===== config.mk =====
export PLATFORM = sky130hd
export DESIGN_NAME = data_unbuffer
export DESIGN_NICKNAME = d
export VERILOG_FILES = /design/src/rtl/data_unbuffer.sv
export SDC_FILE = /design/constraint.sdc
export NUM_CORES = 1
export LEC_CHECK = 0
export CAP_MARGIN = 20
export CORE_MARGIN = 5
export CORE_UTILIZATION = 45
export CTS_CLUSTER_SIZE = 25
export DETAILED_ROUTE_END_ITERATION = 10
export PLACE_DENSITY = 0.8
export SLEW_MARGIN = 20
export SYNTH_ARGS = -nofsm -noshare
export SYNTH_HDL_FRONTEND = slang
export SYNTH_SLANG_ARGS = --single-unit

===== constraint.sdc =====
create_clock -name clock -period 1.8 [get_ports clock]
set_input_delay 0.36 -clock clock [delete_from_list [all_inputs] [get_ports clock]]
set_output_delay 0.36 -clock clock [all_outputs]
set_load 0.02 [all_outputs]

===== src/rtl/data_unbuffer.sv =====
// Frame transmitter: serializes a CYCLES-word block as a one-cycle data_start
// strobe followed by CYCLES words, lowest word first, with a one-deep queue.
module data_unbuffer #(
  parameter int WORD_W = 16,
  parameter int CYCLES = 8
) (
  input  logic                       clock,
  input  logic                       reset_n,
  input  logic                       load,
  input  logic [WORD_W*CYCLES-1:0]   frame_in,
  output logic                       ready,
  output logic                       data_start,
  output logic [WORD_W-1:0]          data,
  output logic                       busy,
  output logic                       frame_done
);

  localparam int FW = WORD_W * CYCLES;
  localparam int CW = $clog2(CYCLES);
  localparam logic [CW-1:0] LAST = CW'(CYCLES - 1);

  typedef enum logic [1:0] {IDLE, START, SEND} state_t;

  // Handshake: a frame is taken on any rising edge where load && ready; ready
  // depends only on the pending flag, so load never combinationally affects it.
  state_t          state;
  logic [FW-1:0]   shift;
  logic [FW-1:0]   pend;
  logic            pend_v;
  logic [CW-1:0]   cnt;
  logic            accept;
  logic            last_word;

  assign accept    = load && !pend_v;
  assign last_word = (state == SEND) && (cnt == LAST);

  always_ff @(posedge clock or negedge reset_n) begin
    if (!reset_n) begin
      state  <= IDLE;
      shift  <= '0;
      pend   <= '0;
      pend_v <= 1'b0;
      cnt    <= '0;
      data   <= '0;
    end else begin
      case (state)
        IDLE: begin
          // An accepted load bypasses pend and starts immediately.
          if (pend_v) begin
            shift  <= pend;
            pend_v <= 1'b0;
            state  <= START;
          end else if (load) begin
            shift <= frame_in;
            state <= START;
          end
        end
        START: begin
          cnt   <= '0;
          data  <= shift[WORD_W-1:0];
          shift <= shift >> WORD_W;
          state <= SEND;
          if (accept) begin
            pend   <= frame_in;
            pend_v <= 1'b1;
          end
        end
        SEND: begin
          if (cnt != LAST) begin
            cnt   <= cnt + CW'(1);
            data  <= shift[WORD_W-1:0];
            shift <= shift >> WORD_W;
            if (accept) begin
              pend   <= frame_in;
              pend_v <= 1'b1;
            end
          end else if (pend_v) begin
            // Queued frame follows the last word with no idle cycle.
            shift  <= pend;
            pend_v <= 1'b0;
            state  <= START;
          end else if (load) begin
            shift <= frame_in;
            state <= START;
          end else begin
            state <= IDLE;
          end
        end
        default: state <= IDLE;
      endcase
    end
  end

  assign ready      = !pend_v;
  assign data_start = (state == START);
  assign busy       = (state != IDLE);
  assign frame_done = last_word;

endmodule


==> results_dict.tcl <==
set metrics [dict create \
    yosysWarnings 0 \
    tightest_slew_ps 453 \
    portBuffers 150 \
    worstSetupPathType "register to register" \
    outcome "finished, violations left" \
    hp-class "input pin to asynchronous set/reset pin" \
    fin_crit_sh_pct 118 \
    synth_cell_type_count 32 \
    finalSetupTns_ps -57330 \
    max_freq_ghz 0.471 \
    core_area_mm2 0.0287 \
    grt_util_all_layers_pct 21.0 \
    grt_max_degree 90 \
    ys_ff_latch 278 \
    overflow 0 \
    fill_cells 2032 \
    endpoint_kind "register" \
    finalCriticalPeriod_ps 2120 \
    hold_viol 0 \
    reg2reg_to "pend[51]" \
    fp-row-count 62 \
    die_x_um 180 \
    final_cells 1648 \
    worstPathMaxFanout 8 \
    cp-startpoint "cnt[1]" \
    avgRoutedWirePerCell_um 25.1 \
    r2r_slack_ps -320 \
    r2r_start "cnt[1]" \
    start_kind "register" \
    syn-mean-instance-area_um2 12.4 \
    final_cell_mix "dfrtp_1 (277), clkdlybuf4s50_1 (128), nand2_1 (116)" \
    ctsLongestPathBuffers 3 \
    remaining_drc_errors 0 \
    synthFlopType "dfrtp_1" \
    layout-drive-gt1-share_pct 26.6 \
    via_per_inst 6.39 \
    synth_cells 1058 \
    final_nets 1380 \
    violations "negative setup slack" \
    start_util_pct 45.5 \
    timing.hold.ws_ps 278 \
    placed_cells 1551 \
    dr.pass1.iters 6 \
    grt_pass1_wl_um 56200 \
    wirelength_um 41300 \
    syn_area_mm2 0.0131 \
    power_frac_clock_pct 16.7 \
    synthArstFlopShare_pct 100 \
    p_switching_mw 12.3 \
    r2r_cells 9 \
    crit_required_ps 2240 \
    first_iter_violations 1306 \
    grt_pass1_vias 9906 \
    vias 10500 \
    ir_drop_mv 1.10 \
    worst_clock_skew_ps 23.2 \
    die-area_mm2 0.0326 \
    die_y_um 180 \
    clkSinkCount 278 \
    setup_viol 258 \
    synthToLayoutAreaGrowth_pct 37.3 \
    crit_path_end "pend[51]" \
    gp_congestion 0.827 \
    power_leakage_nw 7.86 \
    final_common_cell "dfrtp_1" \
    cts_buffers 29 \
    syn_nets 1196 \
    power.density_mw_per_mm2 1920 \
    boundaryPins 151 \
    final_core_utilization_pct 62.6 \
    cts_tree "yes" \
    setup_slack_ps -325 \
    cts.reportedPaths.clkPinSlew_ps 70 \
    combinationalPowerShare_pct 51.1 \
    p_total_mw 34.5 \
    cts.root.buffer_cell "clkbuf_16" \
    postRouteAntennaNets 0 \
    maxCapViolCount 0 \
    rsz0062_at_grt "true" \
    arrival_ps 2560 \
    relSlewSlack_pct 69.8 \
    pwr-share-seq_pct 32.3 \
    yosysSeqAreaShare_pct 53.2 \
    h-tree-depth 1 \
    clkLatencyLatePin_ps 560 \
    drv_slew 0 \
    hpwl_um 23600 \
    antenna_found_initial 1 \
    p_int_mw 22.2 \
    synth_edf_count 0 \
    switching_share_pct 35.7 \
]
[metrics by stage]
stage	worst slack [ps]	instance area [um^2]
after CTS	-194	16500
after detailed placement	-211	15400
final	-325	18000
after global placement	-173	15400
after floorplan	-47.2	13200
after global routing	-347	18000
[cells by family (layout without fill, tap and decap cells)]
kind of cell	Yosys count	after routing	share of synthesized area, %
mux	148	148	12.7
compound gates	272	272	17.9
buf+inv	116	321	5.25
xor+xnor	1	1	0.0670
simple gates	236	236	10.2
other cells	0	1	0
fa+ha+maj	7	7	0.670
flops	278	278	53.2
[what timing repair did]
item,4_1_cts,5_1_grt
setup buffers,8,7
setup endpoints to repair,275,291
pin swaps,4,6
hold endpoints to repair,30,0
hold buffers,1,0
gates resized for setup,56,183
gates cloned,1,29
[critical path, stage by stage (launching register included)]
cell and delay [ps]:
dfrtp_1 380, ha_2 210, ha_4 170, buf_4 140
nor2b_4 180, o21ai_4 80, buf_12 160, buf_12 160
clkbuf_16 180, mux2_4 320
[per-layer routing]
metal	vias up	wire length, um	GRT usage (%)
li1	4416	-	-
met1	5429	16800	29.2
met2	580	20300	34.5
met3	102	2970	3.15
met4	0	1300	5.99
met5	-	0	0
[synthesized netlist by cell type, drive strengths merged, types with 6 or more instances]
| library cell | instances | area (um^2) |
|---|---|---|
| a221o | 112 | 1120 |
| a22oi | 17 | 128 |
| buf | 64 | 492 |
| clkbuf | 46 | 173 |
| inv | 6 | 22.5 |
| a211oi | 112 | 841 |
| ha | 7 | 87.6 |
| o2bb2ai | 16 | 140 |
| dfrtp | 278 | 6960 |
| nand2 | 116 | 435 |
| nand3b | 112 | 841 |
| mux2 | 145 | 1630 |
[state kept, by name, summed over array words and instances (netlist names)]
signal / count
pend_v: 1
state: 2
shift: 128
pend: 128
cnt: 3
data: 16
[cell type report]
cell class / instances / area, um^2 / area share [%]
multi-input cells: 664 / 6150 / 34.3
well taps: 384 / 480 / 2.68
repair buffers: 263 / 3430 / 19.1
inverters: 6 / 26.3 / 0.146
flip-flops and latches: 278 / 6960 / 38.8
clock buffers: 43 / 818 / 4.56
diodes: 1 / 2.50 / 0.0139
clock inverters: 9 / 77.6 / 0.432
[power by group through the flow]
stage / registers (mW) / logic, mW / clock network (mW)
floorplan: 10.4 / 8.71 / 0
global placement: 10.8 / 11.9 / 0
detailed placement: 11.0 / 12.4 / 0
CTS: 10.9 / 13.1 / 5.77
global route: 11.3 / 18.5 / 6.08
finish: 11.1 / 17.6 / 5.75
[worst min path at each step]
stage             from   endpoint  slack, ps
6_report       reset_n  pend[101]        280
4_1_cts        reset_n  pend[101]        290
2_1_floorplan  reset_n     cnt[0]         60
3_5_place_dp   reset_n   pend[97]        270
3_3_place_gp   reset_n   pend[97]        270
5_1_grt        reset_n  pend[101]        320
(Power assumes the default switching activity.)
